<file path="config.mk">
export PLATFORM = sky130hd
export DESIGN_NAME = result_drain
export DESIGN_NICKNAME = d
export VERILOG_FILES = /design/src/rtl/result_drain.sv
export SDC_FILE = /design/constraint.sdc
export NUM_CORES = 1
export LEC_CHECK = 0
export CORE_UTILIZATION = 49
export CTS_CLUSTER_SIZE = 14
export DETAILED_ROUTE_END_ITERATION = 12
export HOLD_SLACK_MARGIN = 0.12
export PLACE_DENSITY_LB_ADDON = 0.25
export RECOVER_POWER = 50
export SETUP_SLACK_MARGIN = 0.02
export SYNTH_ARGS = -nofsm -noshare
export SYNTH_HDL_FRONTEND = slang
export SYNTH_SLANG_ARGS = --single-unit
export TNS_END_PERCENT = 50
</file>
<file path="constraint.sdc">
create_clock -name clk -period 3.8 [get_ports clk]
set_input_delay 0.57 -clock clk [delete_from_list [all_inputs] [get_ports clk]]
set_output_delay 0.57 -clock clk [all_outputs]
set_load 0.03 [all_outputs]
</file>
<file path="src/rtl/result_drain.sv">
// Result drain: walks the systolic array accumulators and streams them out as bytes over valid/ready.
// Optional build macro DRAIN_SAT_EN: send one signed-saturated byte per result instead of two.
module result_drain #(
  parameter int ARRAY_SIZE = 4,
  parameter int ACC_WIDTH  = 16
) (
  input  logic                 clk,
  input  logic                 rst_n,
  input  logic                 dump_start,
  input  logic                 store_req,
  input  logic [1:0]           store_row,
  input  logic [1:0]           store_col,
  output logic [1:0]           array_output_row,
  output logic [1:0]           array_output_column,
  input  logic [ACC_WIDTH-1:0] array_result,
  output logic [7:0]           out_data,
  output logic                 out_valid,
  input  logic                 out_ready,
  output logic                 busy,
  output logic                 done
);

  typedef enum logic [1:0] {IDLE, SELECT, SEND_LO, SEND_HI} state_t;

  localparam logic [1:0] LAST_IDX = 2'(ARRAY_SIZE - 1);

  state_t               state_reg, state_next;
  logic [1:0]           row_reg, row_next;
  logic [1:0]           col_reg, col_next;
  logic                 dump_mode_reg, dump_mode_next;
  logic [ACC_WIDTH-1:0] hold_reg, hold_next;
  logic                 done_reg, done_next;
  logic [7:0]           lo_byte;
  logic                 elem_done;
  logic                 last_elem;

`ifdef DRAIN_SAT_EN
  // In range exactly when every bit from 7 upward equals the sign bit.
  always_comb begin
    lo_byte = hold_reg[7:0];
    if (!(hold_reg[ACC_WIDTH-1:7] == '0 || hold_reg[ACC_WIDTH-1:7] == '1))
      lo_byte = hold_reg[ACC_WIDTH-1] ? 8'h80 : 8'h7F;
  end
`else
  assign lo_byte = hold_reg[7:0];
`endif

  assign last_elem = !dump_mode_reg || (row_reg == LAST_IDX && col_reg == LAST_IDX);

  always_ff @(posedge clk) begin
    if (!rst_n) begin
      state_reg     <= IDLE;
      row_reg       <= '0;
      col_reg       <= '0;
      dump_mode_reg <= 1'b0;
      hold_reg      <= '0;
      done_reg      <= 1'b0;
    end else begin
      state_reg     <= state_next;
      row_reg       <= row_next;
      col_reg       <= col_next;
      dump_mode_reg <= dump_mode_next;
      hold_reg      <= hold_next;
      done_reg      <= done_next;
    end
  end

  always_comb begin
    state_next     = state_reg;
    row_next       = row_reg;
    col_next       = col_reg;
    dump_mode_next = dump_mode_reg;
    hold_next      = hold_reg;
    done_next      = 1'b0;
    elem_done      = 1'b0;
    out_valid      = 1'b0;
    out_data       = 8'h00;

    case (state_reg)
      IDLE: begin
        if (dump_start) begin
          row_next       = '0;
          col_next       = '0;
          dump_mode_next = 1'b1;
          state_next     = SELECT;
        end else if (store_req) begin
          row_next       = store_row;
          col_next       = store_col;
          dump_mode_next = 1'b0;
          state_next     = SELECT;
        end
      end
      SELECT: begin
        hold_next  = array_result;
        state_next = SEND_LO;
      end
      SEND_LO: begin
        out_valid = 1'b1;
        out_data  = lo_byte;
        if (out_ready) begin
`ifdef DRAIN_SAT_EN
          elem_done = 1'b1;
`else
          state_next = SEND_HI;
`endif
        end
      end
      SEND_HI: begin
        out_valid = 1'b1;
        out_data  = hold_reg[15:8];
        if (out_ready)
          elem_done = 1'b1;
      end
      default: state_next = IDLE;
    endcase

    // Element fully accepted: finish the request or step row-major to the next PE.
    if (elem_done) begin
      if (last_elem) begin
        done_next  = 1'b1;
        state_next = IDLE;
      end else begin
        state_next = SELECT;
        if (col_reg == LAST_IDX) begin
          col_next = '0;
          row_next = row_reg + 2'd1;
        end else begin
          col_next = col_reg + 2'd1;
        end
      end
    end
  end

  assign array_output_row    = row_reg;
  assign array_output_column = col_reg;
  assign busy                = (state_reg != IDLE);
  assign done                = done_reg;

endmodule

</file>
# == Word level (Yosys, flattened, before mapping) ==
# Index checks and enable logic that the tools add are counted.
# word_totals
latchBits,0
elab_cells,51
out_inout_bits,15
regBits,24
memories,0
mem_bits_rw,0
mem_bits_ro,0
# classes
reduce_logical,11
n_mux,25
shift,0
multipliers,0
add_sub_neg,2
eq_ne,7
n_bitwise,0
div_mod_pow,0
n_lt_le_gt_ge,0
# op_table
op,n
2-bit two-way mux,16
8-bit one-hot mux with 2 select lines,1
"2-bit == test, second input constant",4
1-bit two-way mux,7
2-bit one-hot mux with 3 select lines,1
"2-bit by 1-bit adder with 2-bit output, second input constant",2
"4-bit != test, second input constant",1
2-bit AND reduction,2
2-bit nonzero test,2
4-bit nonzero test,1
"3-bit != test, second input constant",1
3-bit AND reduction,1
"2-bit by 1-bit == test with 1-bit output, second input constant",1
2-bit zero test,1
2-bit OR reduction,1
1-bit logical AND,1
1-bit zero test,1
1-bit logical OR,1

# == Logic depth before layout (Yosys ltp) ==
# depth
depth_word,6
ltp_mapped,7
ltp_nobuf,6

# == Worst setup path before layout ==
# Ideal clock, no wire load.
# synth_path
path_type,register to output
startpoint,reg state_reg[0]
endpoint,out out_valid
slack_ps,2054
stages_incl_launch_ff,5
t_arrival_ps,1176
cell_sequence,dfxtp_1 inv_1 ha_1 buf_6 or2_2
# synth_between
elab_chain_cells,3
word_cells_on_any_way,4
cone_classes,2 x eq/ne; 1 x mux; 1 x reduce/logical
# synth_lines
element,line,rtl
"start, declared",27,"state_t state_reg, state_next;"
"start signal, assigned",59,state_reg <= state_next;
2-bit == test,79,case (state_reg)
2-bit OR reduction (no source line) *,-,
1-bit two-way mux *,79,
"end, declared",17,"output logic out_valid,"
# Mark *: on every way between the ends. The rest lies on a longest branch, timed or not.

# == Final worst setup path ==
# Ends and elaborated chain as after synthesis.

==> qor.txt <==
Hold path depth - 2
Post-CTS Resized - 0
Req. time, crit path - 3230 ps
Post-synth EDFFs - 0
Post-synth top area cell - dfxtp_1
Post-Syn Area per Cell - 9.910 µm²
Clk buf depth - 2
Top cell type's share of synthesized area - 0.3848
Area of the die - 2754 µm²
First-pass GRT wire length - 4402 µm
Fin Clk Skew - 12.58 ps
Die height - 52.48 µm
R2R cell count - 6
Reg clk slew, reported paths - 140 ps
Final number of hold-violating endpoints - 0
Sequential area share after synthesis - 0.3848
Syn nets - 159
Routed vias - 1040
Antenna-violating nets left - 0
Synthesized netlist cell count - 126
Worst-path fanout max - 11
Period utilization - 0.7153
R2r setup slk - 1700 ps
DIE WIDTH - 52.48 µm
Hold_sp - hold_reg[3]
Tmin final - 2718 ps
Maximum clock frequency - 367.9 MHz
First DRT Iteration DRCs - 14
Cell Chain, Critical Path - inv_1 > ha_1 > or2_2 > clkdlybuf4s50_1
Max Cap Viol - 0
HPWL Detailed - 1997 µm
Final setup TNS - 0 ps
Post-synth ARST share - 0
Worst Setup Start Kind - flop
Core area - 2297 µm²
Hold Buf Count CTS - 0
Largest register FFs - 16
Total gr overflow - 0
Max-slew headroom - 0.2998
Critical Path Sink Type - output port
DRC Markers - 0
Layout cells sized above 1 - 0.07975
Initial antenna violation count - 0
Largest net degree at the start of global routing - 19
Leakage Power - 0.6706 nW
Finished Core Util - 0.7271
Arr. time, crit path - 2150 ps
Pwr dens - 563.0 nW/µm²
Yosys warns - 0
Clk Latency, worst-skew pair - 320 ps
Actual slew at the worst max-slew pin - 1050 ps
#FFs+latches synth - 24
Setup bufs post-CTS - 0
Clock sinks - 24
Combinational share of power - 0.439
Post-DR wirelength/cell - 14.06 µm
Clock Root Buffer - clkbuf_4
Yosys cell types - 36
Hold Crit Class - reg2reg
Clock network power share - 0.196
Crit path max-delay cell type - clkdlybuf4s50_1
Port Buffer Count - 39
Worst r2r src - state_reg[1]
RSZ-0062 raised after global routing - false
Drt first pass iters - 4
Most instantiated library cell after synthesis - dfxtp_1
Worst R2R End - state_reg[0]
CTS buffer count - 3
CTS tree - built
Synth area leaders - dfxtp_1 (38%), mux2i_1 (13%), ha_1 (8.0%)
Sw Ratio - 0.3526
Vias per cell - 5.445
Area Growth Syn to Fin - 33.77%
Initial Utilization - 0.5436
Drt total wl - 2685 µm
Kind of critical path - reg2out
Worst setup path start - state_reg[0]
Reg power frac - 0.365
Total GRT Usage - 0.2225
VDD IR max - 0.5104 mV
H-Tree Depth - 1
WHS - 515.1 ps
Largest stage delay, worst path - 590 ps
Ports - 40
Status - complete, no violations
Net Sw Power - 0.3315 mW
Most common library cells after synthesis - dfxtp_1 (24), mux2i_1 (16), nor2_1 (15)
Ant diodes - 0
Routability Congestion - 0.7961
NumNets Final - 197
Most used DFF post-synth - dfxtp_1
Vias in the first global route - 994
Row cnt - 17
Hold endpoint - hold_reg[3]
Final slew viol count - 0
Internal Power - 0.6089 mW
Netlist Area Pre-Place - 1249 µm²
Final Setup Violations - 0
==> cell type report <==
class                   instances  area (µm²)
multi-input cells              91       693.2
inverters                       5       18.77
fillers                       186       626.9
repair buffers                 39       390.4
flip-flops and latches         24       480.5
well taps                      28       35.03
clock buffers                   3       22.52
clock inverters                 1       30.03
==> metal layers <==
layer,global-route usage,vias to the layer above,routed length [µm]
li1,-,520,-
met1,0.2779,492,1254
met2,0.3819,26,1292
met3,0.06087,2,122
met4,0.03947,0,14
met5,0,-,0
==> worst max-delay path: cells and delay by family (launching register included) <==
kind	cells	cell delay [ps]
flip-flops	1	440
buffers and inverters	2	700
AND/OR/NAND/NOR	1	340
adder cells (fa/ha/maj)	1	360
==> power groups by stage <==
stage	Combinational [mW]	Sequential, mW	Clock [mW]
2_1_floorplan	0.313	0.351	0
3_3_place_gp	0.403	0.346	0
3_5_place_dp	0.419	0.349	0
4_1_cts	0.420	0.343	0.187
5_1_grt	0.448	0.352	0.202
6_report	0.412	0.344	0.184
==> stage by stage <==
step	instances	setup WS [ps]	instance area [µm²]	power, mW
global placement	187	1480	1630	0.7494
floorplan	126	2054	1249	0.6646
detailed placement	187	1439	1630	0.7685
finish	191	1082	1670	0.9404
global route	191	942.6	1670	1.002
CTS	191	1068	1683	0.9507
==> logic make-up (layout without fill, tap and decap cells) <==
logic type                 after synthesis  count (layout)  synth area share
AOI/OAI and AO/OA                       26              26            0.1884
buffers and inverters                   11              48           0.05010
adders and majority gates                8               8           0.08016
and+or+nand+nor                         41              41            0.1683
DFF                                     24              24            0.3848
muxes                                   16              16            0.1283
==> cells in the final DEF, fill, tap and decap left out <==
cell type | synthesis | routed
nand2_1 | 6 | 6
clkbuf_4 | 0 | 3
a22oi_1 | 1 | 1
nor2_2 | 1 | 1
or2_2 | 1 | 1
dfxtp_1 | 24 | 24
inv_2 | 2 | 1
nor3_1 | 1 | 2
nor2_1 | 15 | 16
nor2b_1 | 5 | 5
clkdlybuf4s50_1 | 0 | 37
nor4_1 | 1 | 1
o21ai_0 | 1 | 1
nand2b_1 | 3 | 3
a21o_1 | 1 | 1
a211oi_2 | 1 | 1
a21bo_2 | 1 | 1
a21oi_1 | 4 | 4
dlygate4sd3_1 | 0 | 2
nor3b_1 | 1 | 1
o311a_1 | 2 | 2
inv_1 | 3 | 4
a22o_1 | 8 | 8
nand3_1 | 4 | 4
ha_1 | 8 | 8
o31ai_1 | 2 | 2
o21bai_4 | 1 | 1
bufinv_16 | 0 | 1
o21ai_1 | 1 | 1
and2b_2 | 1 | 1
mux2i_1 | 16 | 16
a22oi_4 | 1 | 1
a211oi_1 | 1 | 1
a221oi_2 | 1 | 1
==> how the worst max path moves through the flow <==
stage                      endpoint  slack [ps]
final                     out_valid        1080
after global routing      out_valid         940
after CTS                 out_valid        1070
after detailed placement  out_valid        1440
after global placement    out_valid        1480
after floorplan           out_valid        2050
Power figures use the tool's default switching activity.
